File: src/rtl/mem_access_unit.sv
// ---------------------------------------------------------------------------
// mem_access_unit
//   Load/store and fetch bus master for the multicycle core. It accepts one
//   access at a time and drives the shared memory bus, holding the bus through
//   wait states. It generates byte lanes and returns read data that is sign-
//   or zero-extended, along with an error flag.
//
// Build option:
//   MISALIGNED_SPLIT_EN - when defined, a misaligned access is performed on the
//   bus. If it crosses a bus-word boundary, it is split into two transfers.
//   When undefined, a misaligned access is answered with an error and causes
//   no bus activity.
//
// Ports:
//   clk, reset            clock (rising edge), async active-high reset
//   req_*                 valid/ready request: write, size, unsigned, addr, wdata
//   rsp_valid/rdata/error one-cycle response pulse, extended load data, error
//   memory_read/write     bus strobes, held until bus_ready
//   address, byte_enable  aligned bus address and active byte lanes
//   write_data            lane-shifted store data
//   bus_ready, read_data  bus completion and read data
// ---------------------------------------------------------------------------
module mem_access_unit #(
    parameter int DATA_WIDTH = 32,
    parameter int ADDR_WIDTH = 32
) (
    input  logic                    clk,
    input  logic                    reset,
    input  logic                    req_valid,
    output logic                    req_ready,
    input  logic                    req_write,
    input  logic [1:0]              req_size,
    input  logic                    req_unsigned,
    input  logic [ADDR_WIDTH-1:0]   req_addr,
    input  logic [DATA_WIDTH-1:0]   req_wdata,
    output logic                    rsp_valid,
    output logic [DATA_WIDTH-1:0]   rsp_rdata,
    output logic                    rsp_error,
    output logic                    memory_read,
    output logic                    memory_write,
    output logic [ADDR_WIDTH-1:0]   address,
    output logic [DATA_WIDTH-1:0]   write_data,
    output logic [DATA_WIDTH/8-1:0] byte_enable,
    input  logic                    bus_ready,
    input  logic [DATA_WIDTH-1:0]   read_data
);

    localparam int B     = DATA_WIDTH / 8;
    localparam int OFF_W = $clog2(B);

    typedef enum logic [1:0] {IDLE, ACCESS_LO, ACCESS_HI, RESP} state_t;

    state_t           r_state;
    logic             r_write;
    logic             r_unsigned;
    logic [1:0]       r_size;
    logic [OFF_W-1:0] r_off;

    // ---------------- request decode (used only on accept) ----------------
    logic [OFF_W-1:0]      w_off;
    logic [2*B-1:0]        w_base;
    logic [2*B-1:0]        w_lanes;
    logic                  w_split;
    logic                  w_size_err;
    logic                  w_error;
    logic [DATA_WIDTH-1:0] w_wdata_lo;

    assign w_off = req_addr[OFF_W-1:0];

    always_comb begin
        case (req_size)
            2'd0:    w_base = (2*B)'(8'h01);
            2'd1:    w_base = (2*B)'(8'h03);
            2'd2:    w_base = (2*B)'(8'h0F);
            default: w_base = (2*B)'(8'hFF);
        endcase
    end

    // Lanes are computed over two bus words; any lane set in the upper word
    // means the access crosses into the next aligned word.
    assign w_lanes    = w_base << w_off;
    assign w_split    = |w_lanes[2*B-1:B];
    assign w_size_err = (DATA_WIDTH == 32) && (req_size == 2'd3);
    assign w_wdata_lo = req_wdata << {w_off, 3'b000};

`ifdef MISALIGNED_SPLIT_EN
    logic [DATA_WIDTH-1:0] w_wdata_hi;
    logic                  r_split;
    logic [B-1:0]          r_hi_be;
    logic [DATA_WIDTH-1:0] r_hi_wdata;
    logic [DATA_WIDTH-1:0] r_lo_data;

    // Bytes pushed past the top of the first word land in the second word.
    assign w_wdata_hi = req_wdata >> (DATA_WIDTH - 8 * int'(w_off));
    assign w_error    = w_size_err;
`else
    logic w_misaligned;

    always_comb begin
        case (req_size)
            2'd0:    w_misaligned = 1'b0;
            2'd1:    w_misaligned = w_off[0];
            2'd2:    w_misaligned = |w_off[1:0];
            default: w_misaligned = |w_off;
        endcase
    end

    // w_split is implied by w_misaligned here; it is kept in the error term so
    // that a crossing access can never reach the bus in this build.
    assign w_error = w_size_err | w_misaligned | w_split;
`endif

    // ---------------- load data path ----------------
    logic [DATA_WIDTH-1:0] w_aligned;
    logic [DATA_WIDTH-1:0] w_ext;
    logic                  w_sign;
    int                    w_nbytes;

`ifdef MISALIGNED_SPLIT_EN
    logic [DATA_WIDTH-1:0] w_lo_src;
    logic [DATA_WIDTH-1:0] w_hi_src;

    // The second transfer supplies the upper bytes. The first transfer's
    // lanes were captured in r_lo_data.
    assign w_lo_src  = (r_state == ACCESS_HI) ? r_lo_data : read_data;
    assign w_hi_src  = (r_state == ACCESS_HI) ? read_data : '0;
    assign w_aligned = (w_lo_src >> {r_off, 3'b000}) |
                       (w_hi_src << (DATA_WIDTH - 8 * int'(r_off)));
`else
    assign w_aligned = read_data >> {r_off, 3'b000};
`endif

    always_comb begin
        case (r_size)
            2'd0:    w_sign = w_aligned[7];
            2'd1:    w_sign = w_aligned[15];
            2'd2:    w_sign = w_aligned[31];
            default: w_sign = 1'b0;
        endcase
        w_sign   = w_sign & ~r_unsigned;
        w_nbytes = int'(1) << r_size;
        w_ext    = '0;
        for (int i = 0; i < B; i++) begin
            w_ext[8*i +: 8] = (i < w_nbytes) ? w_aligned[8*i +: 8] : {8{w_sign}};
        end
    end

    // ---------------- control ----------------
    always_ff @(posedge clk or posedge reset) begin
        if (reset) begin
            r_state      <= IDLE;
            r_write      <= 1'b0;
            r_unsigned   <= 1'b0;
            r_size       <= 2'd0;
            r_off        <= '0;
            req_ready    <= 1'b1;
            rsp_valid    <= 1'b0;
            rsp_rdata    <= '0;
            rsp_error    <= 1'b0;
            memory_read  <= 1'b0;
            memory_write <= 1'b0;
            address      <= '0;
            write_data   <= '0;
            byte_enable  <= '0;
`ifdef MISALIGNED_SPLIT_EN
            r_split      <= 1'b0;
            r_hi_be      <= '0;
            r_hi_wdata   <= '0;
            r_lo_data    <= '0;
`endif
        end else begin
            case (r_state)
                IDLE: begin
                    if (req_valid) begin
                        r_write    <= req_write;
                        r_unsigned <= req_unsigned;
                        r_size     <= req_size;
                        r_off      <= w_off;
                        req_ready  <= 1'b0;
                        if (w_error) begin
                            r_state   <= RESP;
                            rsp_valid <= 1'b1;
                            rsp_error <= 1'b1;
                            rsp_rdata <= '0;
                        end else begin
                            r_state      <= ACCESS_LO;
                            memory_read  <= ~req_write;
                            memory_write <= req_write;
                            address      <= {req_addr[ADDR_WIDTH-1:OFF_W], {OFF_W{1'b0}}};
                            byte_enable  <= w_lanes[B-1:0];
                            write_data   <= w_wdata_lo;
`ifdef MISALIGNED_SPLIT_EN
                            r_split    <= w_split;
                            r_hi_be    <= w_lanes[2*B-1:B];
                            r_hi_wdata <= w_wdata_hi;
`endif
                        end
                    end
                end
                ACCESS_LO, ACCESS_HI: begin
                    if (bus_ready) begin
`ifdef MISALIGNED_SPLIT_EN
                        if (r_state == ACCESS_LO && r_split) begin
                            r_state     <= ACCESS_HI;
                            r_lo_data   <= read_data;
                            address     <= address + ADDR_WIDTH'(B);
                            byte_enable <= r_hi_be;
                            write_data  <= r_hi_wdata;
                        end else
`endif
                        begin
                            r_state      <= RESP;
                            memory_read  <= 1'b0;
                            memory_write <= 1'b0;
                            rsp_valid    <= 1'b1;
                            rsp_error    <= 1'b0;
                            rsp_rdata    <= r_write ? '0 : w_ext;
                        end
                    end
                end
                RESP: begin
                    r_state   <= IDLE;
                    rsp_valid <= 1'b0;
                    rsp_error <= 1'b0;
                    rsp_rdata <= '0;
                    req_ready <= 1'b1;
                end
                default: r_state <= IDLE;
            endcase
        end
    end

endmodule

File: config.mk
export PLATFORM = sky130hd
export DESIGN_NAME = mem_access_unit
export DESIGN_NICKNAME = d
export VERILOG_FILES = /design/src/rtl/mem_access_unit.sv
export SDC_FILE = /design/constraint.sdc
export NUM_CORES = 1
export LEC_CHECK = 0
export BUFFER_PORTS_ARGS = -buffer_cell sky130_fd_sc_hd__buf_2
export CAP_MARGIN = 20
export CORE_UTILIZATION = 44
export CTS_CLUSTER_DIAMETER = 80
export CTS_CLUSTER_SIZE = 10
export DETAILED_ROUTE_END_ITERATION = 8
export GPL_TIMING_DRIVEN = 0
export MAX_ROUTING_LAYER = met4
export PLACE_DENSITY = 0.73
export SLEW_MARGIN = 0
export SYNTH_ARGS = -nofsm -noshare
export SYNTH_HDL_FRONTEND = slang
export SYNTH_SLANG_ARGS = --single-unit
File: constraint.sdc
create_clock -name clk -period 3.2 [get_ports clk]
set_input_delay 0.32 -clock clk [delete_from_list [all_inputs] [get_ports clk]]
set_output_delay 0.32 -clock clk [all_outputs]
set_load 0.05 [all_outputs]
# == Yosys cells after proc, flatten, opt, wreduce, memory -nomap -nowiden ==
# Cells that the tools add are included.
# totals
regBits,111
inputBits,104
out_inout_bits,105
wordCells,84
# classes
order_cmp,4
n_eq_ne,12
shifts,4
mux,30
bitwise,6
reduce_logical,14
# op_table
operator,n
32-bit two-way mux,4
32-bit one-hot mux with 3 select lines,1
"3-bit by 32-bit less-than comparator with 1-bit output, first input constant",2
"1-bit by 32-bit less-than comparator with 1-bit output, first input constant",1
"2-bit by 32-bit less-than comparator with 1-bit output, first input constant",1
8-bit two-way mux,4
"1-bit by 2-bit << shifter with 32-bit output, first input constant",1
32-bit by 5-bit << shifter with 32-bit output,1
32-bit by 5-bit >> shifter with 32-bit output,1
8-bit one-hot mux with 3 select lines,1
"2-bit equality test, second input constant",5
1-bit two-way mux,9
1-bit one-hot mux with 3 select lines,3
"2-bit != test, second input constant",4
1-bit one-hot mux with 2 select lines,4
8-bit by 2-bit << shifter with 8-bit output,1
"2-bit by 1-bit equality test with 1-bit output, second input constant",3
2-bit zero test,3
2-bit two-way mux,3
2-bit one-hot mux with 3 select lines,1
2-bit AND reduction,3
3-bit AND reduction,2
4-bit AND reduction,1
2-bit nonzero test,2
other kinds (5),9

# == Longest topological paths before layout ==
# depth
word_depth,8
ltp_mapped,9
depth_no_buf,7

# == Worst setup path after synthesis ==
# OpenSTA, ideal clock, no wires.
# synth_path
path_type,register to register
start,register r_state[0]
end,register rsp_rdata[31]
setup_time_ps,128
t_arrival_ps,1737
required_time_ps,3072
path_slack_ps,1336
stages_incl_launch_ff,10
n_path_buf,2
period_less_slack_ps,1864
cell_sequence,dfrtp_1 > inv_1 > ha_1 > buf_2 > nor2b_1 > a221o_1 > buf_2 > nor2_1 > a31oi_1 > o211ai_2
# synth_between
elab_chain_cells,4
elab_cells_between_ends,10
cone_classes,6 x eq/ne; 1 x mux; 3 x reduce/logical
# synth_rtl
element,line_no,source
start: declaration,53,state_t r_state;
start signal: assignment,151,r_state <= IDLE;
start signal: assignment,181,r_state <= RESP;
start signal: assignment,186,r_state <= ACCESS_LO;
2-bit by 1-bit equality test with 1-bit output or 2-bit equality test (tied branches),172,case (r_state)
2-bit OR reduction,172,
2-bit != test (no source line),-,
3-bit AND reduction (no source line),-,
end signal: assignment,217,rsp_rdata <= r_write ? '0 : w_ext;
end: declaration,37,"output logic [DATA_WIDTH-1:0] rsp_rdata,"
# Several ways; a longest one is shown, not always the timed one.
# A chain may end at the register's enable or synchronous reset.

# == Worst setup path in the final report ==
# layout_path
start,register r_state[0]
end,register write_data[27]
# layout_between
elab_chain_cells,2
# layout_rtl
element,line_no,source
2-bit zero test,172,
3-bit AND reduction (no source line),-,
end signal: assignment,191,write_data <= w_wdata_lo;
end: declaration,42,"output logic [DATA_WIDTH-1:0] write_data,"
# Every way passes these cells.

==> impl_metrics.json <==
{
  "arrival_ps": 2490,
  "crit_slowest_cell": "dfrtp_1",
  "slew_violations": 0,
  "async_flop_share_pct": 100.0,
  "ff_latch_area_sq_um": 2779,
  "placed_area_sq_um": 6688,
  "ys_ff_latch": 111,
  "fin_crit_ps": 2194,
  "grt_pass1_vias": 4967,
  "synth_cell_types": 41,
  "worstReg2RegStart": "r_state[0]",
  "cts_max_level": 3,
  "io_pins": 209,
  "final_common_cell": "buf_2",
  "synth_edf_count": 0,
  "cts_tree": "yes",
  "final_cell_mix": "224 x buf_2, 199 x nand2_1, 110 x dfrtp_1, 33 x mux2i_1, 30 x o21ai_0",
  "die_area_sq_um": 12730,
  "drt-vias-per-instance": 5.321,
  "setup_violations": 0,
  "rrSetupSlack_ps": 1010,
  "max_freq_mhz": 455.8,
  "stdcell_area_sq_um": 6973,
  "fp-row-count": 40,
  "multi_input_area_sq_um": 2390,
  "gp_congestion": 0.9743,
  "vias": 5050,
  "cp_common_cell": "nand2_1",
  "cts_buffers": 9,
  "nFillCells": 1108,
  "hp-class": "input port to asynchronous set/reset pin",
  "r2r_end": "write_data[27]",
  "critPathRequiredTime_ps": 3500,
  "tightest_slew_ps": 792.6,
  "cp-startpoint": "r_state[0]",
  "nNetsFinal": 904,
  "antenna_found_initial": 0,
  "layout-area-overhead-vs-synth_pct": 29.00,
  "clockBufferDepth": 2,
  "critical_path_class": "register to register",
  "cts_hold_buf": 0,
  "initial_core_util_pct": 45.00,
  "critPathBufInv": 3,
  "clock-sinks": 111,
  "clk_latency_ps": 350,
  "cts_setup_buffers": 0,
  "p_per_area_nw_per_um2": 1132,
  "drtPass1Iterations": 5,
  "synth-seq-area-share_pct": 51.41,
  "worstPathCellList": "inv_1, ha_1, buf_2, nand2_1, nor2_1, clkbuf_1, nand2_1, nand2_1",
  "drive_gt1_share_pct": 34.29,
  "p_leak_uw": 0.003730,
  "overflow": 0,
  "synth_area_leader_cell": "dfrtp_1",
  "fin_ws_ps": 1006,
  "synth_area_leaders": "dfrtp_1 51%, nand2_1 14%, mux2i_1 6.1%",
  "slowest_delay_ps": 420,
  "io_buffer_count": 206,
  "yosysWarnings": 0,
  "crit_family": "simple AND/OR/NAND/NOR gates",
  "clk_pin_slew_ps": 80,
  "root_buffer": "clkbuf_16",
  "grt_max_degree": 32,
  "maxSlewHeadroom_pct": 46.76,
  "routed_wl_mm": 15.90,
  "reg2reg_depth": 8,
  "diodes": 0,
  "rsz0062_at_grt": "no",
  "detail_route.wl_per_cell_microns": 16.75,
  "netlist.area_leader.share_pct": 50.93,
  "skew_ps": 9.662,
  "core_area_sq_um": 12010,
  "fin_crit_sh_pct": 68.55,
  "totalNegativeSetupSlack_ps": 0,
  "grt_usage_pct": 26.17,
  "drt_iter0_markers": 284,
  "die_w_microns": 112.8,
  "status": "completed",
  "cts.repair.resized": 0,
  "end_kind": "register",
  "avgSynthCellArea_sq_um": 9.384,
  "hold_violations": 0,
  "die_y_microns": 112.8,
  "synth.cell_area_sq_um": 5405,
  "crit_fanout": 10,
  "dp_hpwl_mm": 12.37,
  "synth_cells": 576,
  "cap_viol_max_count": 0,
  "ys.flop_type": "dfrtp_1",
  "drc": 0,
  "path_depth": 8,
  "pre_cts_ws_ps": 1009,
  "ir_drop_mv": 0.5753,
  "antenna_left": 0,
  "grt_pass1_wl_mm": 24.94,
  "startpoint_type": "register"
}
==> flip-flops by register name, summed over array words and instances, names as in the netlist, 2 cells and up <==
| register | count |
|---|---|
| address | 30 |
| write_data | 32 |
| r_off | 2 |
| rsp_rdata | 32 |
| byte_enable | 4 |
| r_state | 2 |
| r_size | 2 |
==> worst max path at each step <==
stage                           to  slack, ps
finish              write_data[27]       1010
global route        write_data[30]        790
CTS                 write_data[27]        990
detailed placement  write_data[27]       1010
global placement     write_data[5]        850
floorplan            rsp_rdata[31]       1340
==> synthesized netlist by cell type, types with 2 or more instances <==
library cell and number:
nand2_1 199, buf_6 4, buf_4 2, o2bb2ai_1 2, o31ai_2 7, inv_1 8
buf_2 18, nand3_1 8, a21oi_1 28, a22o_1 17, nor3_1 3, o211ai_1 15
o21ai_1 3, nor2_1 17, mux2i_1 33, o31ai_1 2, o21ai_0 30, ha_1 3
a31oi_1 2, clkbuf_1 13, nor2b_1 12, a211oi_1 8, nand3b_1 2, dfrtp_1 110
mux2_2 12, buf_1 3
==> logic make-up (layout without fill, tap and decap cells) <==
| family | after synthesis | in the layout | synth area share, % |
|---|---|---|---|
| flops | 111 | 111 | 51.41 |
| compound gates | 123 | 123 | 16.06 |
| buf+inv | 48 | 273 | 4.444 |
| other cells | 1 | 2 | 0.06938 |
| fa+ha+maj | 3 | 3 | 0.6945 |
| mux | 46 | 46 | 9.028 |
| simple gates | 244 | 244 | 18.29 |
==> through the flow <==
stage | hold slack (ps) | power [uW] | util, % | cells
6_report | 51.66 | 7893 | 58.05 | 949
5_1_grt | 96.53 | 8317 | 58.05 | 949
4_1_cts | 60.93 | 7923 | 58.05 | 949
3_5_place_dp | 438.7 | 6822 | 55.68 | 933
3_3_place_gp | 447.5 | 6721 | 55.18 | 930
2_1_floorplan | 425.4 | 5694 | - | 577
==> layout make-up <==
type                            count  share of cell area, %
Timing Repair Buffer              209                  15.65
Multi-Input combinational cell    418                  34.27
Clock inverter                      5                 0.6101
Inverter                            8                 0.4845
Clock buffer                       11                  3.481
Tap cell                          147                  2.638
Buffer                             40                  3.015
Sequential cell                   111                  39.85
==> routing by layer <==
metal	vias to the layer above	global-route usage (%)	routed length, microns
met4	0	11.82	441
met3	37	4.285	1035
met1	2411	31.68	6672
met2	213	43.13	7748
met5	-	-	0
li1	2389	-	-
==> power breakdown <==
| group | internal [uW] | switching [uW] |
|---|---|---|
| clock network | 558 | 538 |
| logic | 1140 | 3320 |
| registers | 2000 | 332 |
| total | 3700 | 4190 |
Power figures use the tool's default switching activity.
